--- src/rtl/elastic_pipeline_pkg.sv ---
// Shared types and sizing helpers for the elastic valid/ready pipeline.
package elastic_pipeline_pkg;

  localparam int c_max_stages = 64;

  typedef struct packed {
    logic main_valid;
    logic skid_valid;
  } stage_state_t;

  function automatic int occupancy_width(input int p_stages);
    return $clog2(2 * p_stages + 1);
  endfunction

endpackage

--- src/rtl/elastic_stage.sv ---
// One registered skid stage: main register feeds downstream, skid catches the beat in flight on a stall.
// Latency: 1 cycle. Backpressure: o_ready is the registered !skid_valid, so i_ready never reaches o_ready.
module elastic_stage
  import elastic_pipeline_pkg::*;
#(
  parameter int p_width = 32
) (
  input  logic               i_clk,
  input  logic               i_rst,
  input  logic               i_flush,
  input  logic               i_valid,
  output logic               o_ready,
  input  logic [p_width-1:0] i_data,
  output logic               o_valid,
  input  logic               i_ready,
  output logic [p_width-1:0] o_data
);

  stage_state_t       state_q, state_d;
  logic [p_width-1:0] main_q, main_d;
  logic [p_width-1:0] skid_q, skid_d;
  logic               in_fire;
  logic               out_fire;

  // Reset gates ready combinationally so the stage refuses beats while held in reset.
  assign o_ready  = !state_q.skid_valid && !i_rst;
  assign o_valid  = state_q.main_valid;
  assign o_data   = main_q;
  assign in_fire  = i_valid && o_ready;
  assign out_fire = state_q.main_valid && i_ready;

  always_comb begin
    state_d = state_q;
    main_d  = main_q;
    skid_d  = skid_q;
    if (out_fire || !state_q.main_valid) begin
      if (state_q.skid_valid) begin
        main_d             = skid_q;
        state_d.main_valid = 1'b1;
        state_d.skid_valid = 1'b0;
      end else begin
        main_d             = in_fire ? i_data : main_q;
        state_d.main_valid = in_fire;
      end
    end else if (in_fire) begin
      skid_d             = i_data;
      state_d.skid_valid = 1'b1;
    end
    // Flush only drops the valid flags; stale data is harmless once invalid.
    if (i_flush) begin
      state_d = '0;
      main_d  = main_q;
      skid_d  = skid_q;
    end
  end

  always_ff @(posedge i_clk) begin
    if (i_rst) begin
      state_q <= '0;
      main_q  <= '0;
      skid_q  <= '0;
    end else begin
      state_q <= state_d;
      main_q  <= main_d;
      skid_q  <= skid_d;
    end
  end

endmodule

--- src/rtl/elastic_pipeline.sv ---
// Chain of p_stages skid stages; ELASTIC_PIPELINE_OCCUPANCY_EN adds the o_occupancy counter.
// Latency: p_stages cycles. Backpressure: holds up to 2*p_stages beats, never drops, no i_ready->o_ready path.
module elastic_pipeline
  import elastic_pipeline_pkg::*;
#(
  parameter int p_width  = 32,
  parameter int p_stages = 8
) (
  input  logic               i_clk,
  input  logic               i_rst,
  input  logic               i_flush,
  input  logic               i_valid,
  output logic               o_ready,
  input  logic [p_width-1:0] i_data,
  output logic               o_valid,
  input  logic               i_ready,
  output logic [p_width-1:0] o_data
`ifdef ELASTIC_PIPELINE_OCCUPANCY_EN
  ,
  output logic [occupancy_width(p_stages)-1:0] o_occupancy
`endif
);

  logic               vld_chain [p_stages+1];
  logic               rdy_chain [p_stages+1];
  logic [p_width-1:0] dat_chain [p_stages+1];

  assign vld_chain[0]        = i_valid;
  assign dat_chain[0]        = i_data;
  assign o_ready             = rdy_chain[0];
  assign rdy_chain[p_stages] = i_ready;
  assign o_valid             = vld_chain[p_stages];
  assign o_data              = dat_chain[p_stages];

  for (genvar k = 0; k < p_stages; k++) begin : g_stage
    elastic_stage #(
      .p_width(p_width)
    ) u_stage (
      .i_clk  (i_clk),
      .i_rst  (i_rst),
      .i_flush(i_flush),
      .i_valid(vld_chain[k]),
      .o_ready(rdy_chain[k]),
      .i_data (dat_chain[k]),
      .o_valid(vld_chain[k+1]),
      .i_ready(rdy_chain[k+1]),
      .o_data (dat_chain[k+1])
    );
  end

  a_stages_legal : assert property (@(posedge i_clk) (p_stages >= 1) && (p_stages <= c_max_stages));

`ifdef ELASTIC_PIPELINE_OCCUPANCY_EN
  localparam int c_occ_w = occupancy_width(p_stages);

  logic [c_occ_w-1:0] occ_q;
  logic               occ_in;
  logic               occ_out;

  assign occ_in      = i_valid && o_ready;
  assign occ_out     = o_valid && i_ready;
  assign o_occupancy = occ_q;

  always_ff @(posedge i_clk) begin
    if (i_rst || i_flush) begin
      occ_q <= '0;
    end else if (occ_in && !occ_out) begin
      occ_q <= occ_q + c_occ_w'(1);
    end else if (!occ_in && occ_out) begin
      occ_q <= occ_q - c_occ_w'(1);
    end
  end

  a_occ_bound : assert property (@(posedge i_clk) disable iff (i_rst) occ_q <= c_occ_w'(2 * p_stages));
`endif

endmodule

--- config.mk ---
export PLATFORM = sky130hd
export DESIGN_NAME = elastic_pipeline
export DESIGN_NICKNAME = d
export VERILOG_FILES = /design/src/rtl/elastic_pipeline_pkg.sv /design/src/rtl/elastic_stage.sv /design/src/rtl/elastic_pipeline.sv
export SDC_FILE = /design/constraint.sdc
export NUM_CORES = 1
export LEC_CHECK = 0
export ABC_AREA = 0
export CAP_MARGIN = 20
export CORE_MARGIN = 2
export CORE_UTILIZATION = 45
export CTS_BUF_LIST = sky130_fd_sc_hd__clkbuf_16
export DETAILED_ROUTE_END_ITERATION = 8
export GPL_ROUTABILITY_DRIVEN = 0
export GPL_TIMING_DRIVEN = 0
export HOLD_SLACK_MARGIN = 0.02
export PLACE_DENSITY = 0.59
export SYNTH_ARGS = -nofsm -noshare
export SYNTH_HDL_FRONTEND = slang
export SYNTH_HIERARCHICAL = 1
export SYNTH_SLANG_ARGS = --single-unit
--- constraint.sdc ---
create_clock -name i_clk -period 2.7 [get_ports i_clk]
set_clock_uncertainty 0.15 [all_clocks]
set_input_delay 0.27 -clock i_clk [delete_from_list [all_inputs] [get_ports i_clk]]
set_output_delay 0.27 -clock i_clk [all_outputs]
set_load 0.01 [all_outputs]
==> impl_results.md <==
- Final worst slack: 0.198 ns
- Placed Cells incl. Taps: 3431
- Final Hold Vio Count: 0
- Clock transition at the register clock pins on the worst setup and hold paths after CTS: 0.06 ns
- First-pass DRT Iterations: 5
- IO Pins: 71
- Number of flops mapped to enable cells by yosys: 0
- Hold Path Sink: g_stage[0].u_stage/skid_q[11]
- Leakage: 9.84 nW
- Net switching component of the power: 3.54 mW
- Port buffer count: 70
- Switching portion of total power: 22.4%
- Layout filler cell count: 4992
- Comb power frac: 3.2%
- Initial antenna violation count: 0
- Ratio of routed vias to standard cells: 5.38
- Cell taking the most area after synthesis: sky130_fd_sc_hd__dfxtp_1
- Worst reg2reg path endpoint: g_stage[4].u_stage/skid_q[16]
- Cells taking the most area after synthesis: sky130_fd_sc_hd__dfxtp_1, sky130_fd_sc_hd__mux2i_1, sky130_fd_sc_hd__nor2b_1
- Synth Flop Type: sky130_fd_sc_hd__dfxtp_1
- Power per unit of standard cell area: 566 nW/um2
- Count of vias placed by the detailed router: 19030
- CTS Root Buffer Type: sky130_fd_sc_hd__clkbuf_16
- Final setup violation count: 0
- Distinct cells, synth: 21
- Area taken by multi-input logic gates: 12600 um2
- Number of buffers created by CTS: 58
- Clock tree from TritonCTS: done
- Commonest cells in the synthesized netlist: sky130_fd_sc_hd__dfxtp_1, sky130_fd_sc_hd__nor2_1, sky130_fd_sc_hd__nor2b_1
- Slew @ Worst Pin: 0.684 ns
- Dpl cell area: 26200 um2
- Via count of the first global-routing pass: 18709
- Most used standard cell by instance count after synthesis: sky130_fd_sc_hd__dfxtp_1
- Class of the tightest hold or removal check: input pin to flop
- Required time worst endpoint: 3.03 ns
- Internal power: 12.3 mW
- Beginning of the critical path: i_rst
- Syn Area/Cell: 9.23 um2
- Synth Net Count: 2701
- Overflow left after global routing: 0
- Synth-to-Final Area Change: 13.7%
- Outcome: completed
- Clock period minus final worst setup slack: 2.50 ns
- Area of the core region: 53900 um2
- Clock sinks: 528
- Startpoint of the worst hold path: i_data[11]
- Post-Layout Inst Area: 28000 um2
- Upper clock frequency limit: 0.400 GHz
- Reported max-cap violation count: 0
- Wire length of the first global-routing pass: 96700 um
- Starting Density: 45.6%
- Flop pwr share: 49.4%
- FF-to-FF setup slack: 0.41 ns
- Total Routed Length: 59000 um
- Synthesized flop and latch total: 528
- Count of antenna-violating nets left after detailed routing: 0
- Clock network fraction of design power: 47.4%
- Clk Latency, worst-skew pair: 0.62 ns
- Count of standard-cell rows: 85
- Slew headroom: 54.4%
- Synthesized area: 24600 um2
- Critical path endpoint category: flop
- Height of the chip: 238 um
- Proportion of synthesized chip area in sequential cells: 43.0%
- Area share of the largest cell type after synthesis: 43.0%
- Async S/R FF share, synth: 0%
- Maximum number of pins on one net before global-route repair: 25
- Antenna cell count: 0
- Slew Viols, Final: 0
- Average detailed-routed wire length per instance: 16.7 um
- DPL Wire Length: 43800 um
- Worst hold path cell count: 3
- Gate Count Post-Synth: 2664
- RSZ-0062 raised after global routing: no
- Worst-case setup slack after placement: -1.71 ns
- Number of DRC markers after the initial detailed-route iteration: 1236
- Non-filler cells in the finished layout: 3534
- Startpoint types: input pin
- Warnings, synthesis: 6
- Maximum buffer depth of the clock tree: 3
- Maximum resistive drop on vdd: 470 uV
- Reg2reg path depth: 7
- Chip width: 238 um
- All-Layer GR Usage: 20.6%
- Storage cell area: 10600 um2
- Total number of nets in the final design: 2832
- Share of final-layout standard cells stronger than drive strength 1: 11.7%
- Share of the clock period used by the worst path after layout: 92.7%
- H-Tree Level Count: 2
- Top fanout value on the critical path: 16
- Setup bufs post-CTS: 0
- Data arrival time of the critical path: 2.83 ns
- Critical register-to-register path startpoint: g_stage[5].u_stage/state_q[0]
- Floorplan die area: 56500 um2
- Kind of critical path: input pin to flop
- Remaining routing DRC violations: 0
-- timing repair --
| item | CTS | global route |
|---|---|---|
| resized for setup | 10 | 4 |
| hold endpoints to repair | 2 | 0 |
| pin swaps | 0 | 0 |
| endpoints found under the setup margin | 463 | 198 |
| hold buffers | 1 | 0 |
-- worst max-delay path: stages --
cell,delay (ns)
sky130_fd_sc_hd__buf_4,0.30
sky130_fd_sc_hd__buf_2,0.32
sky130_fd_sc_hd__clkbuf_1,0.40
sky130_fd_sc_hd__buf_2,0.36
sky130_fd_sc_hd__nor2_1,0.15
sky130_fd_sc_hd__or4b_4,0.57
sky130_fd_sc_hd__buf_6,0.18
sky130_fd_sc_hd__o21ai_1,0.16
sky130_fd_sc_hd__a21oi_1,0.09
-- layer usage --
layer	part of all wire (%)	GRT usage [%]	up-vias	wire length, um
li1	-	-	9490	-
met1	51	29.9	9108	29900
met2	44	32.2	368	25700
met3	4.2	3.22	64	2460
met4	1.5	4.59	0	856
met5	0	0	-	0
-- placed cells by master (no fill, tap or decap) --
| cell type | Yosys | final |
|---|---|---|
| sky130_fd_sc_hd__nand2b_1 | 16 | 16 |
| sky130_fd_sc_hd__clkdlybuf4s50_1 | 0 | 68 |
| sky130_fd_sc_hd__nor4b_4 | 8 | 8 |
| sky130_fd_sc_hd__nor2_1 | 280 | 280 |
| sky130_fd_sc_hd__nor2b_1 | 272 | 272 |
| sky130_fd_sc_hd__bufinv_16 | 0 | 5 |
| sky130_fd_sc_hd__o211ai_2 | 8 | 8 |
| sky130_fd_sc_hd__buf_4 | 48 | 49 |
| sky130_fd_sc_hd__a211oi_1 | 8 | 8 |
| sky130_fd_sc_hd__clkinv_8 | 0 | 1 |
| sky130_fd_sc_hd__a21oi_1 | 256 | 256 |
| sky130_fd_sc_hd__clkbuf_16 | 0 | 58 |
| sky130_fd_sc_hd__dfxtp_1 | 528 | 528 |
| sky130_fd_sc_hd__o21ai_0 | 16 | 16 |
| sky130_fd_sc_hd__clkinvlp_4 | 0 | 2 |
| sky130_fd_sc_hd__mux2_2 | 112 | 112 |
| sky130_fd_sc_hd__mux2_1 | 144 | 144 |
| sky130_fd_sc_hd__clkbuf_2 | 0 | 4 |
| sky130_fd_sc_hd__buf_12 | 0 | 1 |
| sky130_fd_sc_hd__o21ai_1 | 240 | 240 |
| sky130_fd_sc_hd__nand3_1 | 256 | 256 |
| sky130_fd_sc_hd__or4b_4 | 8 | 8 |
| sky130_fd_sc_hd__inv_1 | 8 | 21 |
| sky130_fd_sc_hd__buf_2 | 32 | 37 |
| sky130_fd_sc_hd__clkbuf_1 | 128 | 127 |
| sky130_fd_sc_hd__clkinv_1 | 0 | 18 |
| sky130_fd_sc_hd__mux2i_1 | 256 | 256 |
| sky130_fd_sc_hd__dlygate4sd3_1 | 0 | 1 |
| sky130_fd_sc_hd__clkinv_2 | 0 | 6 |
| sky130_fd_sc_hd__buf_6 | 32 | 32 |
-- logic make-up after synthesis --
logic type / share of synthesized area (%)
AND/OR/NAND/NOR: 18.0
AO/OA/AOI/OAI: 11.1
flip-flops: 43.0
multiplexers: 22.1
buffers and inverters: 5.78
-- state kept, by name, summed over array words and instances (netlist names) --
signal,flops
g_stage.u_stage/o_valid,8
g_stage.u_stage/state_q,8
g_stage.u_stage/o_data,256
g_stage.u_stage/skid_q,256
-- how the worst max path moves through the flow --
stage | end | slack [ns] | cells past startpoint
3_5_place_dp | g_stage[6].u_stage/skid_q[30] | -1.71 | 9
4_1_cts | g_stage[2].u_stage/skid_q[14] | 0.09 | 9
6_report | g_stage[6].u_stage/skid_q[16] | 0.20 | 9
2_1_floorplan | g_stage[0].u_stage/skid_q[22] | 0.39 | 8
3_3_place_gp | g_stage[6].u_stage/skid_q[28] | -1.57 | 9
5_1_grt | g_stage[5].u_stage/skid_q[2] | 0.11 | 9
-- power groups by stage --
stage / combinational [mW] / sequential, mW / clock, mW
2_1_floorplan: 0.307 / 8.00 / 0
3_3_place_gp: 0.495 / 8.00 / 0
3_5_place_dp: 0.506 / 8.00 / 0
4_1_cts: 0.509 / 7.83 / 7.71
5_1_grt: 0.558 / 7.83 / 8.05
6_report: 0.509 / 7.83 / 7.50
-- metrics by stage --
| step | hold slack [ns] | TNS (ns) | util (%) | power (mW) |
|---|---|---|---|---|
| final | 0.0829 | 0 | 51.9 | 15.8 |
| after global routing | 0.0721 | 0 | 51.9 | 16.4 |
| after CTS | 0.0560 | 0 | 51.9 | 16.1 |
| after detailed placement | 0.318 | -761.10 | 48.6 | 8.51 |
| after global placement | 0.310 | -729.82 | 48.5 | 8.50 |
| after floorplan | 0.198 | 0 | - | 8.30 |
-- layout make-up --
class | count | share of cell area, %
multi-input combinational | 1880 | 45.1
sequential | 528 | 37.8
clock buffer | 58 | 5.19
buffer | 247 | 5.00
timing repair buffer | 72 | 2.59
clock inverter | 45 | 1.17
tap | 696 | 3.11
inverter | 8 | 0.107
(Power assumes the default switching activity.)
